### config.mk
export PLATFORM = sky130hd
export DESIGN_NAME = pll_lock_reset_seq
export DESIGN_NICKNAME = d
export VERILOG_FILES = /design/src/rtl/pll_lock_reset_seq.sv
export SDC_FILE = /design/constraint.sdc
export NUM_CORES = 1
export LEC_CHECK = 0
export ABC_AREA = 0
export BUFFER_PORTS_ARGS = -buffer_cell sky130_fd_sc_hd__buf_2
export CORE_UTILIZATION = 30
export DETAILED_ROUTE_END_ITERATION = 16
export PLACE_DENSITY = 0.59
export SLEW_MARGIN = 25
export SYNTH_ARGS = -nofsm -noshare
export SYNTH_HDL_FRONTEND = slang
export SYNTH_SLANG_ARGS = --single-unit
### constraint.sdc
create_clock -name GL0 -period 2.4 [get_ports GL0]
set_input_delay 0.12 -clock GL0 [delete_from_list [all_inputs] [get_ports GL0]]
set_output_delay 0.12 -clock GL0 [all_outputs]
set_load 0.01 [all_outputs]
### src/rtl/pll_lock_reset_seq.sv
// pll_lock_reset_seq: holds the fabric in reset until the PLL lock indicator
// has been stable for LOCK_STABLE_CYCLES and then for a further
// RESET_HOLD_CYCLES. Any loss of lock drops straight back to waiting for lock;
// a software reset request while running re-runs only the hold window.
// Optional feature macro: PLL_LOCK_LOSS_CNT_EN (saturating lock-loss counter).
module pll_lock_reset_seq #(
  parameter int LOCK_SYNC_STAGES   = 2,
  parameter int LOCK_STABLE_CYCLES = 1024,
  parameter int RESET_HOLD_CYCLES  = 16,
  parameter int LOSS_CNT_W         = 8
) (
  input  logic                  GL0,
  input  logic                  RESET,
  input  logic                  LOCK,
  input  logic                  EXT_RST_REQ,
  output logic                  SYS_RESET,
  output logic                  SYS_READY,
  output logic                  LOCK_STABLE,
  output logic [LOSS_CNT_W-1:0] LOSS_CNT
);

  localparam int CNT_MAX = (LOCK_STABLE_CYCLES > RESET_HOLD_CYCLES) ?
                           LOCK_STABLE_CYCLES : RESET_HOLD_CYCLES;
  localparam int CNT_W   = $clog2(CNT_MAX + 1);

  localparam logic [CNT_W-1:0] CNT_ZERO = {CNT_W{1'b0}};
  localparam logic [CNT_W-1:0] CNT_ONE  = CNT_W'(1);
  localparam logic [CNT_W-1:0] LS_LAST  = CNT_W'(LOCK_STABLE_CYCLES - 1);
  localparam logic [CNT_W-1:0] RH_LAST  = CNT_W'(RESET_HOLD_CYCLES - 1);

  typedef enum logic [1:0] {
    WAIT_LOCK = 2'd0,
    DEBOUNCE  = 2'd1,
    HOLD      = 2'd2,
    RUN       = 2'd3
  } state_t;

  logic [LOCK_SYNC_STAGES-1:0] sync_r;
  logic                        lock_s;
  state_t                      state_r;
  state_t                      state_nxt_s;
  logic [CNT_W-1:0]            cnt_r;
  logic [CNT_W-1:0]            cnt_nxt_s;
  logic                        sys_reset_nxt_s;
  logic                        sys_ready_nxt_s;
  logic                        lock_stable_nxt_s;
  logic                        sys_reset_r;
  logic                        sys_ready_r;
  logic                        lock_stable_r;

  // Bring the asynchronous lock indicator into the GL0 domain.
  always_ff @(posedge GL0 or posedge RESET) begin
    if (RESET) begin
      sync_r <= {LOCK_SYNC_STAGES{1'b0}};
    end else begin
      sync_r <= {sync_r[LOCK_SYNC_STAGES-2:0], LOCK};
    end
  end

  assign lock_s = sync_r[LOCK_SYNC_STAGES-1];

  // State and shared qualification counter registers.
  always_ff @(posedge GL0 or posedge RESET) begin
    if (RESET) begin
      state_r <= WAIT_LOCK;
      cnt_r   <= CNT_ZERO;
    end else begin
      state_r <= state_nxt_s;
      cnt_r   <= cnt_nxt_s;
    end
  end

  // Next-state and counter update; loss of lock outranks every other event.
  always_comb begin
    state_nxt_s = state_r;
    cnt_nxt_s   = cnt_r;
    case (state_r)
      WAIT_LOCK: begin
        cnt_nxt_s = CNT_ZERO;
        if (lock_s) begin
          state_nxt_s = DEBOUNCE;
        end else begin
          state_nxt_s = WAIT_LOCK;
        end
      end
      DEBOUNCE: begin
        if (!lock_s) begin
          state_nxt_s = WAIT_LOCK;
          cnt_nxt_s   = CNT_ZERO;
        end else if (cnt_r == LS_LAST) begin
          state_nxt_s = HOLD;
          cnt_nxt_s   = CNT_ZERO;
        end else begin
          cnt_nxt_s = cnt_r + CNT_ONE;
        end
      end
      HOLD: begin
        if (!lock_s) begin
          state_nxt_s = WAIT_LOCK;
          cnt_nxt_s   = CNT_ZERO;
        end else if (EXT_RST_REQ) begin
          cnt_nxt_s = CNT_ZERO;
        end else if (cnt_r == RH_LAST) begin
          state_nxt_s = RUN;
          cnt_nxt_s   = CNT_ZERO;
        end else begin
          cnt_nxt_s = cnt_r + CNT_ONE;
        end
      end
      RUN: begin
        cnt_nxt_s = CNT_ZERO;
        if (!lock_s) begin
          state_nxt_s = WAIT_LOCK;
        end else if (EXT_RST_REQ) begin
          state_nxt_s = HOLD;
        end else begin
          state_nxt_s = RUN;
        end
      end
      default: begin
        state_nxt_s = WAIT_LOCK;
        cnt_nxt_s   = CNT_ZERO;
      end
    endcase
  end

  // Output decode from the next state so the registered outputs track the state register.
  always_comb begin
    sys_reset_nxt_s   = (state_nxt_s != RUN);
    sys_ready_nxt_s   = (state_nxt_s == RUN);
    lock_stable_nxt_s = (state_nxt_s == HOLD) || (state_nxt_s == RUN);
  end

  // Registered reset/ready/stable outputs.
  always_ff @(posedge GL0 or posedge RESET) begin
    if (RESET) begin
      sys_reset_r   <= 1'b1;
      sys_ready_r   <= 1'b0;
      lock_stable_r <= 1'b0;
    end else begin
      sys_reset_r   <= sys_reset_nxt_s;
      sys_ready_r   <= sys_ready_nxt_s;
      lock_stable_r <= lock_stable_nxt_s;
    end
  end

  assign SYS_RESET   = sys_reset_r;
  assign SYS_READY   = sys_ready_r;
  assign LOCK_STABLE = lock_stable_r;

`ifdef PLL_LOCK_LOSS_CNT_EN
  localparam logic [LOSS_CNT_W-1:0] LOSS_MAX = {LOSS_CNT_W{1'b1}};
  localparam logic [LOSS_CNT_W-1:0] LOSS_ONE = LOSS_CNT_W'(1);

  logic                  loss_event_s;
  logic [LOSS_CNT_W-1:0] loss_cnt_r;

  assign loss_event_s = (state_r == RUN) && (state_nxt_s == WAIT_LOCK);

  // Saturating count of RUN -> WAIT_LOCK transitions; only RESET clears it.
  always_ff @(posedge GL0 or posedge RESET) begin
    if (RESET) begin
      loss_cnt_r <= {LOSS_CNT_W{1'b0}};
    end else if (loss_event_s && (loss_cnt_r != LOSS_MAX)) begin
      loss_cnt_r <= loss_cnt_r + LOSS_ONE;
    end else begin
      loss_cnt_r <= loss_cnt_r;
    end
  end

  assign LOSS_CNT = loss_cnt_r;
`else
  assign LOSS_CNT = {LOSS_CNT_W{1'b0}};
`endif

endmodule

* Word level (Yosys, flattened, before mapping) *
Cells that the tools add are included.

storage, ports and cells
  logic and storage cells = 33
  output and inout port bits = 11
  register bits = 18

operators by class
  muxes and demuxes = 15
  equal/unequal tests = 8
  add/sub/neg operators = 1
  reductions and logical operators = 3

operators by type and width
  cell                                                    count
  two-way mux 11 bit                                      5
  one-hot mux 11 bit (3 select lines)                     1
  two-way mux 2 bit                                       6
  adder 11 x 1 -> 11 bit (second input constant)          1
  equality test 11 x 10 -> 1 bit (second input constant)  1
  equality test 11 x 4 -> 1 bit (second input constant)   1
  equality test 2 bit (second input constant)             4
  one-hot mux 2 bit (4 select lines)                      1
  equality test 2 x 1 -> 1 bit (second input constant)    1
  zero test 2 bit                                         1
  two-way mux 1 bit                                       2
  != test 2 bit (second input constant)                   1
  OR reduction 2 bit                                      1
  logical OR 1 bit                                        1

* Logic depth before layout (Yosys ltp) *
  word-level depth = 7
  gate-level depth with buffers = 5

* Least setup slack after synthesis *
No wires, ideal clock.

  kind = flip-flop to flip-flop
  start = register cnt_r[0]
  end = register state_r[0]
  path slack = 0.983 ns
  cell stages (with the launch flop) = 6
  arrival = 1.289 ns
  buffers on the path = 0
  clock period less this slack = 1.417 ns
  required time = 2.272 ns
  library setup time = 0.128 ns
  path through = dfrtp_1 > ha_1 > and3_1 > a31oi_2 > nand2b_1 > o21ai_0

between the ends
  longest elaborated chain between the ends = 5
  elaborated cells between the ends (all ways) = 8
  classes of those cells = 2 x eq/ne; 6 x mux

ends and longest elaborated chain
  what                                    line  source
  start: declaration                      42    logic [CNT_W-1:0] cnt_r;
  start signal: assignment                69    cnt_r <= cnt_nxt_s;
  equality test 11 x 4 -> 1 bit           103   end else if (cnt_r == RH_LAST) begin
  two-way mux 2 bit                       103
  two-way mux 2 bit                       101   end else if (EXT_RST_REQ) begin
  two-way mux 2 bit                       98    if (!lock_s) begin
  one-hot mux 2 bit (4 select lines) (*)  77    case (state_r)
  net state_nxt_s[0]                      41    state_t state_nxt_s;
  end signal: assignment                  68    state_r <= state_nxt_s;
  end: declaration                        40    state_t state_r;

Mark *: on every way through the listed nets, which the timed path passes. The rest lies on a longest branch.

* Final worst setup path *
  start = register cnt_r[0]
  end = register cnt_r[7]

between the ends
  longest elaborated chain between the ends = 5
  elaborated cells between the ends (all ways) = 9
  classes of those cells = 1 x add/sub; 2 x eq/ne; 6 x mux

ends and longest elaborated chain
  what                                                                     line          source
  adder 11 x 1 -> 11 bit or equality test 11 x 4 -> 1 bit (tied branches)  94, 107, 103
  two-way mux 11 bit                                                       103
  two-way mux 11 bit                                                       101
  two-way mux 11 bit                                                       98
  one-hot mux 11 bit (3 select lines) (*)                                  77
  net cnt_nxt_s[7]                                                         43            logic [CNT_W-1:0] cnt_nxt_s;

Marks and branches as above.

==> metrics.md <==
| Metric | Value |
|---|---|
| Mapped Cells | 79 |
| Worst vdd ir | 0.000291 V |
| Global-route wire length before repair | 2190 um |
| Detailed-route DRC error count | 0 |
| Max Cap Viol | 0 |
| Ports | 15 |
| H-tree Lvls | 1 |
| Largest net degree at the start of global routing | 18 |
| Dpl ws | 0.820 ns |
| HPWL Detailed | 971 um |
| Most common cell in the netlist | dfrtp_1 |
| Clk Latency, worst-skew pair | 0.29 ns |
| Status | completed |
| Worst-margin pin slew | 0.655 ns |
| Post-synth EDFFs | 0 |
| Seq/Total Area, Yosys | 51.7% |
| CTS clk-pin slew, worst paths | 0.10 ns |
| Initial DRC count | 6 |
| Cell count after placement | 114 |
| Top post-synthesis cells by area | dfrtp_1, buf_4, nor2_1 |
| Total CTS buffers | 3 |
| Synth Register Bits | 17 |
| CP endpoint kind | register |
| Leak | 0.423 nW |
| HP Class | primary input to register |
| Syn_area_per_cell | 10.4 um^2 |
| PD cells | 523 nW/um^2 |
| Most Crowded Layer GR | met2 |
| Area growth, synth to finish | 9.71% |
| Antenna Cells | 0 |
| YS warnings | 0 |
| Fillers | 269 |
| Final hold violation count | 0 |
| # nets final | 96 |
| Met2 usage in global routing | 18.1% |
| Port-buffer cells | 6 |
| Vias in the first global route | 512 |
| Clock buffer depth | 2 |
| Most frequent cells after synthesis | dfrtp_1, nor2_1, buf_4 |
| Total power | 0.000473 W |
| DIE HEIGHT | 54.4 um |
| Hold_ws | 0.156 ns |
| Crit path DAT | 1.74 ns |
| Post-route setup TNS | 0 ns |
| Standard-cell rows | 18 |
| CP startpoint kind | register |
| Post-route ant nets | 0 |
| DRT Wirelength | 1290 um |
| Ys async rst share | 100% |
| Yosys top cell area share | 48.6% |
| Pre-antenna DRT Iters | 5 |
| Post-DR wirelength/cell | 10.8 um |
| Crit path kind | register to register |
| Top FF cell, synth | dfrtp_1 |
| Fin cells | 120 |
| Chip Width | 54.4 um |
| RD Place Congestion | 0.777 |
| CTS tree | built |
| Total gr overflow | 0 |
| Via count | 526 |
| Gr usage total | 10.8% |
| Post-Syn Area | 825 um^2 |
| Final Cycle Share | 65.8% |
| Final Max Slew Viols | 0 |
| Antenna violations before repair | 0 |
| Reg area | 427 um^2 |
| Fin crit period | 1.58 ns |
| Worst Path Required | 2.56 ns |
| CTS sink cnt | 17 |
| Core area | 2540 um^2 |
| Post-synthesis cell type with the largest combined area | dfrtp_1 |
| GRT met3 Usage | 2.50% |
| Share of layout cells above drive strength 1 | 15.6% |
| Met1 GRT Util | 12.8% |
| Worst Clk Skew | 0.0104 ns |
| Worst Path Max Fanout | 8 |
| Root Buffer Master | clkbuf_4 |
| Setup Buffers After CTS | 0 |
| Vias per cell | 4.38 |
| Max_slew headroom | 56.3% |
| Die area | 2960 um^2 |
| Final setup viols | 0 |
| Post-synth cell types | 26 |
| Area of the multi-input gates | 353 um^2 |
| RSZ-0062 raised after global routing | false |
| Starting density of the core | 32.4% |
| Setup ws final | 0.820 ns |
| Fmax achieved | 633 MHz |
-- worst paths after layout --
kind                                           from                   to  slack (ns)  cells after the start
worst min register to register  sync_r[0]$_DFF_PP0_  sync_r[1]$_DFF_PP0_        0.36                      0
min in group asynchronous                     RESET  sync_r[1]$_DFF_PP0_        0.45                      3
worst max-delay path             cnt_r[0]$_DFF_PP0_   cnt_r[7]$_DFF_PP0_        0.82                      5
max in group asynchronous                     RESET   cnt_r[0]$_DFF_PP0_        1.52                      3
worst min-delay path                    EXT_RST_REQ  SYS_RESET$_DFF_PP1_        0.16                      3
worst max register to register   cnt_r[0]$_DFF_PP0_   cnt_r[7]$_DFF_PP0_        0.82                      5
-- per-layer routing --
layer | wire length [um] | vias to the layer above
met4 | 4 | 0
met1 | 628 | 248
li1 | - | 267
met2 | 617 | 9
met5 | 0 | -
met3 | 40 | 2
-- area by class of cell --
cell class,instances,share of cell area (%)
tap,30,4.15
timing repair buffer,8,5.53
inverter,3,1.24
sequential,17,47.2
clock buffer,4,2.90
multi-input combinational,58,39.0
-- cells in the final DEF, fill, tap and decap left out --
cell type / n
a21oi_1: 1
a22oi_4: 1
a31oi_2: 1
and3_1: 1
and4_1: 2
buf_2: 6
clkbuf_1: 1
clkbuf_4: 3
conb_1: 8
dfrtp_1: 16
dfstp_2: 1
dlygate4sd3_1: 2
ha_1: 1
inv_1: 3
nand2_1: 7
nand2b_1: 2
nand3_1: 3
nand4_1: 1
nand4b_2: 1
nor2_1: 13
nor2b_1: 1
nor3_1: 2
nor4_1: 1
nor4_2: 1
o21a_1: 1
o21ai_0: 1
o22ai_1: 1
xnor2_1: 5
xor2_1: 3
-- critical path: stages, from the launching register on --
cell and delay (ns):
dfrtp_1 0.39, ha_1 0.21, and4_1 0.29, nand4b_2 0.19, a22oi_4 0.29, nor2_1 0.09
-- report_power, final --
part,total (W),switching [W],internal [W]
Combinational,0.0000266,0.0000187,0.00000790
Sequential,0.000293,0.00000290,0.000290
Clock,0.000153,0.0000884,0.0000645
Total,0.000473,0.000110,0.000363
-- registers in the layout, indices dropped and copies added, names as in the netlist --
| signal | count |
|---|---|
| sync_r | 2 |
| state_r | 1 |
| LOCK_STABLE | 1 |
| SYS_READY | 1 |
| cnt_r | 11 |
| SYS_RESET | 1 |
-- stage by stage --
stage | utilization (%) | instance area [um^2]
final | 35.5 | 905
after global placement | 33.7 | 858
after global routing | 35.5 | 905
after CTS | 35.5 | 905
after detailed placement | 33.7 | 858
after floorplan | - | 851
-- cell families (layout without fill, tap and decap cells) --
logic type                 Yosys count  count (layout)  share of synthesized area, %
adders and majority gates            1               1                          1.52
buffers and inverters               11              15                          8.65
AOI/OAI and AO/OA                    6               6                          6.98
xor gates and xnor gates             8               8                          8.50
DFF                                 17              17                          51.7
other                                1               8                         0.455
and+or+nand+nor                     35              35                          22.2
-- timing repair --
item,4_1_cts,5_1_grt
resized for setup,0,0
hold buffers,2,0
endpoints found under the hold margin,17,0
Note: power is estimated with default switching activity, not from simulation.
